File: src/rtl/redmule_pkg.sv
// Shared types for the RedMulE reduction writeback path: FSM states, default beat size
// and the element format enum (numbering mirrors fpnew_pkg::fp_format_e).
package redmule_pkg;

  localparam int unsigned ARRAY_WIDTH       = 16;
  localparam int unsigned RED_WB_BEAT_ELEMS = 4;

  typedef enum logic [2:0] {
    FP32    = 3'd0,
    FP64    = 3'd1,
    FP16    = 3'd2,
    FP8     = 3'd3,
    FP16ALT = 3'd4
  } fp_format_e;

  typedef enum logic [1:0] {
    RWB_IDLE  = 2'd0,
    RWB_WAIT  = 2'd1,
    RWB_DRAIN = 2'd2,
    RWB_DONE  = 2'd3
  } red_wb_state_e;

  function automatic int unsigned fp_width(input fp_format_e fmt);
    case (fmt)
      FP32:    return 32;
      FP64:    return 64;
      FP8:     return 8;
      default: return 16;
    endcase
  endfunction

endpackage

File: src/rtl/redmule_red_writeback.sv
// Buffers one reduction vector at a time and streams it out as BeatElems-wide beats.
// Optional stall counter output under REDMULE_RED_WB_PERF_EN.
module redmule_red_writeback
  import redmule_pkg::*;
#(
  parameter int unsigned Width     = ARRAY_WIDTH,
  parameter fp_format_e  FpFormat  = FP16,
  parameter int unsigned BeatElems = RED_WB_BEAT_ELEMS,
  localparam int unsigned BITW     = fp_width(FpFormat)
) (
  input  logic                      clk_i,
  input  logic                      rst_ni,
  input  logic                      clear_i,
  input  logic                      start_i,
  input  logic [15:0]               num_rows_i,
  input  logic [Width*BITW-1:0]     red_i,
  input  logic                      red_valid_i,
  output logic                      red_ready_o,
  output logic [BeatElems*BITW-1:0] beat_o,
  output logic                      beat_valid_o,
  input  logic                      beat_ready_i,
  output logic                      beat_last_o,
  output logic                      busy_o,
  output logic                      done_o
`ifdef REDMULE_RED_WB_PERF_EN
  ,
  output logic [31:0]               stall_cnt_o
`endif
);

  localparam int unsigned NumBeats = Width / BeatElems;
  localparam int unsigned KW       = (NumBeats > 1) ? $clog2(NumBeats) : 1;
  localparam int unsigned BeatW    = BeatElems * BITW;

  if ((Width % BeatElems) != 0) begin : g_bad_beat
    $error("redmule_red_writeback: Width must be a multiple of BeatElems");
  end

  red_wb_state_e           state_q, state_d;
  logic [KW-1:0]           k_q, k_d;
  logic [15:0]             row_q, row_d;
  logic [15:0]             rows_q, rows_d;
  logic [Width*BITW-1:0]   buf_q, buf_d;

  logic last_beat, last_row, beat_hs, start_acc;

  assign last_beat = (k_q == KW'(NumBeats - 1));
  assign last_row  = (row_q == rows_q - 16'd1);
  assign beat_hs   = beat_valid_o & beat_ready_i;
  assign start_acc = (state_q == RWB_IDLE) & start_i;

  assign red_ready_o  = (state_q == RWB_WAIT);
  assign beat_valid_o = (state_q == RWB_DRAIN);
  assign beat_o       = beat_valid_o ? buf_q[int'(k_q)*BeatW +: BeatW] : '0;
  assign beat_last_o  = beat_valid_o & last_beat & last_row;
  assign busy_o       = (state_q != RWB_IDLE);
  assign done_o       = (state_q == RWB_DONE);

  always_comb begin
    state_d = state_q;
    k_d     = k_q;
    row_d   = row_q;
    rows_d  = rows_q;
    buf_d   = buf_q;
    if (clear_i) begin
      state_d = RWB_IDLE;
      k_d     = '0;
      row_d   = '0;
    end else begin
      case (state_q)
        RWB_IDLE: begin
          if (start_i) begin
            rows_d  = num_rows_i;
            row_d   = '0;
            k_d     = '0;
            state_d = (num_rows_i != 16'd0) ? RWB_WAIT : RWB_DONE;
          end
        end
        RWB_WAIT: begin
          if (red_valid_i) begin
            buf_d   = red_i;
            k_d     = '0;
            state_d = RWB_DRAIN;
          end
        end
        RWB_DRAIN: begin
          if (beat_hs) begin
            if (last_beat) begin
              // Row finished: either the job is complete or fetch the next vector.
              k_d     = '0;
              row_d   = row_q + 16'd1;
              state_d = last_row ? RWB_DONE : RWB_WAIT;
            end else begin
              k_d = k_q + KW'(1);
            end
          end
        end
        RWB_DONE: state_d = RWB_IDLE;
        default:  state_d = RWB_IDLE;
      endcase
    end
  end

  always_ff @(posedge clk_i or negedge rst_ni) begin
    if (!rst_ni) begin
      state_q <= RWB_IDLE;
      k_q     <= '0;
      row_q   <= '0;
      rows_q  <= '0;
      buf_q   <= '0;
    end else begin
      state_q <= state_d;
      k_q     <= k_d;
      row_q   <= row_d;
      rows_q  <= rows_d;
      buf_q   <= buf_d;
    end
  end

`ifdef REDMULE_RED_WB_PERF_EN
  logic [31:0] stall_cnt_q;

  always_ff @(posedge clk_i or negedge rst_ni) begin
    if (!rst_ni) begin
      stall_cnt_q <= '0;
    end else if (clear_i || start_acc) begin
      stall_cnt_q <= '0;
    end else if (beat_valid_o && !beat_ready_i && (stall_cnt_q != 32'hFFFF_FFFF)) begin
      stall_cnt_q <= stall_cnt_q + 32'd1;
    end
  end

  assign stall_cnt_o = stall_cnt_q;
`endif

endmodule

File: config.mk
export PLATFORM = sky130hd
export DESIGN_NAME = redmule_red_writeback
export DESIGN_NICKNAME = d
export VERILOG_FILES = /design/src/rtl/redmule_pkg.sv /design/src/rtl/redmule_red_writeback.sv
export SDC_FILE = /design/constraint.sdc
export NUM_CORES = 1
export LEC_CHECK = 0
export BUFFER_PORTS_ARGS = -buffer_cell sky130_fd_sc_hd__buf_2
export CAP_MARGIN = 20
export CORE_MARGIN = 2
export CORE_UTILIZATION = 25
export CTS_BUF_LIST = sky130_fd_sc_hd__clkbuf_4
export CTS_CLUSTER_SIZE = 20
export DETAILED_ROUTE_END_ITERATION = 10
export PLACE_DENSITY = 0.42
export SLEW_MARGIN = 20
export SYNTH_ARGS = -nofsm -noshare
export SYNTH_HDL_FRONTEND = slang
export SYNTH_SLANG_ARGS = --single-unit
File: constraint.sdc
create_clock -name clk_i -period 2.2 [get_ports clk_i]
set_input_delay 0.22 -clock clk_i [delete_from_list [all_inputs] [get_ports clk_i]]
set_output_delay 0.22 -clock clk_i [all_outputs]
set_load 0.02 [all_outputs]
=== Word level (Yosys, flattened, before mapping) ===
Cells that the tools add are included.

* Register bits after elaboration: 292
* Bits in latches: 0
* Memory bits (writable): 0
* Bits in read-only memories: 0
* Bits of input ports: 278
* Output and inout port bits: 69
* Memories kept: 0

* Add/subtract/negate cells: 3
* Multipliers: 0
* Divide/modulo/power cells: 0
* Magnitude comparators: 0
* Equality and inequality tests: 9
* Shifts and indexed selects: 1
* Mux-type cells: 20
* Bitwise gates (word level): 4
* Reductions and logical operators: 10

{| class="wikitable"
|+ Operators with widths
! cell !! count
|-
| 256-bit by 9-bit variable part select with 64-bit output || 1
|-
| 16-bit 2-to-1 mux || 4
|-
| 64-bit 2-to-1 mux || 1
|-
| 16-bit case mux with 2 select lines || 1
|-
| 2-bit 2-to-1 mux || 12
|-
| 16-bit by 1-bit adder with 16-bit output, second input constant || 1
|-
| 16-bit equality test || 1
|-
| 16-bit nonzero test || 1
|-
| 16-bit by 1-bit subtractor with 16-bit output, second input constant || 1
|-
| 4-bit AND reduction || 3
|-
| 2-bit case mux with 4 select lines || 1
|-
| 2-bit equality test, second input constant || 3
|-
| 3-bit by 2-bit != test with 1-bit output, second input constant || 2
|-
| 3-bit != test, second input constant || 2
|-
| 2-bit case mux with 3 select lines || 1
|-
| 3-bit AND reduction || 2
|-
| 4-bit nonzero test || 1
|-
| 1-bit AND || 3
|-
| 3-bit nonzero test || 1
|-
| 2-bit by 1-bit adder with 2-bit output, second input constant || 1
|-
| 2-bit by 1-bit equality test with 1-bit output, second input constant || 1
|-
| 2-bit logical NOT || 1
|-
| 2-bit nonzero test || 1
|-
| 1-bit inverter || 1
|}

=== Longest topological paths before layout ===
* Word-level depth: 7
* Depth in mapped cells: 9
* Depth with buffers taken out: 8

=== Least setup slack after synthesis ===
OpenSTA, ideal clock, no wires.

* Path type: reg2out
* Start: register rows_q[0]
* End: output beat_last_o
* Arrival time: 2.382 ns
* Data required time: 1.980 ns
* Slack: -0.402 ns
* Stages on the path, launching flop included: 10
* Cell sequence: dfrtp_1 -> inv_1 -> ha_1 -> buf_4 -> or4b_4 -> or3b_1 -> a21o_1 -> a22oi_2 -> nand4_1 -> nor2_1

* Longest elaborated chain between the ends: 3

{| class="wikitable"
|+ Ends and longest elaborated chain
! element !! line !! RTL
|-
| start: declaration || redmule_red_writeback.sv:42 || <nowiki>logic [15:0] rows_q, rows_d;</nowiki>
|-
| start signal: assignment || redmule_red_writeback.sv:115 || <nowiki>rows_q <= rows_d;</nowiki>
|-
| 16-bit by 1-bit subtractor with 16-bit output || redmule_red_writeback.sv:48 || <nowiki>assign last_row = (row_q == rows_q - 16'd1);</nowiki>
|-
| 16-bit equality test || redmule_red_writeback.sv:48 ||
|-
| 1-bit AND || redmule_red_writeback.sv:55 || <nowiki>assign beat_last_o = beat_valid_o & last_beat & last_row;</nowiki>
|-
| end: declaration || redmule_red_writeback.sv:22 || <nowiki>output logic beat_last_o,</nowiki>
|}

No other way between the ends.

=== Worst setup path in the final report ===
* Start: register rows_q[1]
* End: output beat_last_o

The elaborated chain is that of the path after synthesis.

==> run summary <==
status = finished with violations
violated checks = setup timing
Mapped Cells = 943
starting density of the core = 0.254
clock power share = 0.310
cts bufs inserted = 89
Mapped Nets = 1224
largest net degree at the start of global routing = 48
required time of the worst setup path = 1.98 ns
post-synth design cell area = 13700 µm²
total congestion overflow = 0
DR DRC count = 0
Cells after DPL = 2001
Cell Int Power = 12.3 mW
total power = 16.9 mW
switching power = 4.57 mW
Critical Path Fanout Max = 5
Final setup viols = 66
Core Area = 53900 µm²
# rows = 85
initial DRC count = 290
H-tree lvl count = 3
Sequential Power Share = 0.455
Worst Setup Path Type = reg2out
crit share post-route = 1.50
post-DP HPWL = 28.7 mm
I/O Buffers = 346
Clock Path Buffers = 3
RSZ-0062 raised after global routing = yes
fin. max-slew vios = 0
sequential fraction of the synthesis area = 0.534
Final Worst Setup Slack = -1.09 ns
Main synth FF type = dfrtp_1
CP Data Arrival Time = 3.07 ns
Rel. slew slack = 0.676
Final Hold Fails = 0
Final #Nets = 1977
drt pass-1 iters = 4
Avg Cell Area, Syn = 14.5 µm²
wire per inst = 18.0 µm
leak pwr = 9.55 nW
Reg clk slew, reported paths = 0.06 ns
Post-DRT Antenna Nets = 0
io pins = 347
Cell variety after synth = 52
TritonCTS clock tree = done
final wirelength = 44.2 mm
Worst VDD drop = 0.401 mV
ys async rst share = 1.00
Clock Latency Late Sink = 0.84 ns
fin area = 21800 µm²
chip width = 238 µm
MaxCap Viol Count = 0
PwrDens = 776 nW/µm²
switching part of the total power = 0.271
endpoint class of the critical path = primary output
Seq cells post-synth = 292
Post-synth EDFFs = 0
Hold WS = 0.125 ns
clock tree sinks = 292
Gate power share = 0.235
cells on worst reg2reg path = 9
Startpoint Class = flop
Area growth syn-to-layout = 59.1%
share of cells above drive strength 1 = 0.566
post-route insts no fill = 2455
die area = 56600 µm²
Max Clock Freq = 304 MHz
via-per-instance ratio = 4.41
Filler cells = 5193
first-pass GRT wire length = 69.1 mm
antenna violations before repair = 3
type of the worst min-delay path = in2async
Vias = 10800
root buffer cell = clkbuf_4
Post-DP Area = 16900 µm²
Tmin final = 3.29 ns
worst-margin pin slew = 0.481 ns
Synth warnings = 0
setup tns final = -25.87 ns
Fin Clk Skew = 0.0579 ns
die height = 238 µm
Final Wtd Congestion = 0.788
vias in the first global route = 12300
GR Util All Layers = 0.159
==> layout make-up <==
cell class              count  area, µm²  share of cell area
flip-flops and latches    292       7320               0.336
multi-input cells         582       6280               0.288
repair buffers            722       6180               0.284
clock buffers             121        908              0.0417
well taps                 696        871              0.0400
clock inverters            27        160             0.00736
inverters                   9       33.8             0.00155
diodes                      6       15.0            0.000690
==> flip-flops by register name, indices dropped and copies added (netlist names) <==
register and cells:
buf_q 256, state_q 2, k_q 2, row_q 16, rows_q 16
==> cells in the final DEF (no fill, tap or decap), drive strengths merged, types with 16 or more instances in the layout <==
| cell | synthesis | routed |
|---|---|---|
| dfrtp | 292 | 292 |
| buf | 35 | 442 |
| dlygate4sd3 | 0 | 279 |
| clkbuf | 25 | 122 |
| nor2 | 27 | 27 |
| and2 | 65 | 65 |
| mux4 | 64 | 64 |
| mux2 | 271 | 271 |
| clkinv | 0 | 21 |
| nand3 | 16 | 16 |
==> power by group through the flow <==
stage | clock (mW) | combinational [mW] | sequential, mW
floorplan | 0 | 2.40 | 7.50
global placement | 0 | 3.28 | 7.75
detailed placement | 0 | 3.35 | 7.79
CTS | 5.51 | 3.98 | 7.70
global route | 5.79 | 4.33 | 7.89
finish | 5.23 | 3.97 | 7.68
==> cell usage after synthesis (2+ instances only) <==
master | count | area, µm²
xor2_1 | 14 | 123
nor4_1 | 7 | 43.8
nor2_1 | 27 | 101
nand2_1 | 13 | 48.8
nand3_1 | 16 | 80.1
and3_1 | 4 | 25.0
buf_1 | 4 | 15.0
buf_2 | 30 | 150
nor2b_1 | 2 | 12.5
xnor2_1 | 15 | 131
nand2b_1 | 4 | 25.0
nand3b_1 | 2 | 15.0
clkbuf_1 | 24 | 90.1
a31oi_1 | 2 | 12.5
mux4_2 | 64 | 1440
and2_1 | 65 | 407
ha_1 | 3 | 37.5
a21o_1 | 3 | 22.5
o21ai_0 | 12 | 60.1
a311o_1 | 2 | 20.0
mux2_2 | 271 | 3050
a21boi_0 | 2 | 15.0
or3_1 | 3 | 18.8
nand4_1 | 8 | 50.1
nor3_1 | 5 | 25.0
a21oi_1 | 11 | 55.1
inv_1 | 9 | 33.8
o31ai_1 | 3 | 22.5
or4_1 | 4 | 30.0
dfrtp_1 | 292 | 7310
==> metrics by stage <==
stage / worst slack (ns) / utilization
final: -1.09 / 0.404
after global routing: -1.34 / 0.404
after CTS: -1.22 / 0.401
after detailed placement: -0.367 / 0.313
after global placement: -0.322 / 0.313
after floorplan: -0.295 / -
==> layer usage <==
metal  global-route usage  vias to the layer above  share of wire
met2                0.269                      286           0.50
met3               0.0466                       99          0.054
met1                0.189                     5418           0.42
met5                    0                        -              0
met4               0.0637                        0          0.031
li1                     -                     5027              -
==> critical path: stages (launching register included) <==
cell and delay, ns:
dfrtp_1 0.40, inv_2 0.07, ha_2 0.16, or4b_4 0.50, or3b_4 0.40, a21o_1 0.17, a22oi_2 0.18, nand4_1 0.16
nor2_4 0.13, buf_6 0.12
==> logic make-up (layout without fill, tap and decap cells) <==
family / count (synthesis) / after routing / synth area share
other: 0 / 6 / 0
buffers and inverters: 69 / 879 / 0.0220
muxes: 335 / 335 / 0.328
AOI/OAI and AO/OA: 47 / 47 / 0.0230
DFF: 292 / 292 / 0.534
and+or+nand+nor: 168 / 168 / 0.0711
xor gates and xnor gates: 29 / 29 / 0.0186
adders and majority gates: 3 / 3 / 0.00274
==> worst paths after layout <==
check	end	slack (ns)	from
max in group asynchronous	buf_q[139]$_DFFE_PN0P_	1.65	rst_ni
max	beat_last_o	-1.09	rows_q[1]$_DFFE_PN0P_
min	rows_q[15]$_DFFE_PN0P_	0.13	rst_ni
min in group clk_i	buf_q[103]$_DFFE_PN0P_	0.14	red_i[103]
max reg2reg	state_q[1]$_DFFE_PN0P_	-0.06	rows_q[1]$_DFFE_PN0P_
min reg2reg	buf_q[157]$_DFFE_PN0P_	0.50	buf_q[157]$_DFFE_PN0P_
==> timing repair <==
action	CTS	global route
buffers inserted	16	3
resized for setup	188	45
gates cloned	5	1
hold buffers	280	0
pin swaps	30	9
setup endpoints to repair	69	69
hold endpoints to repair	582	0
(Power assumes the default switching activity.)
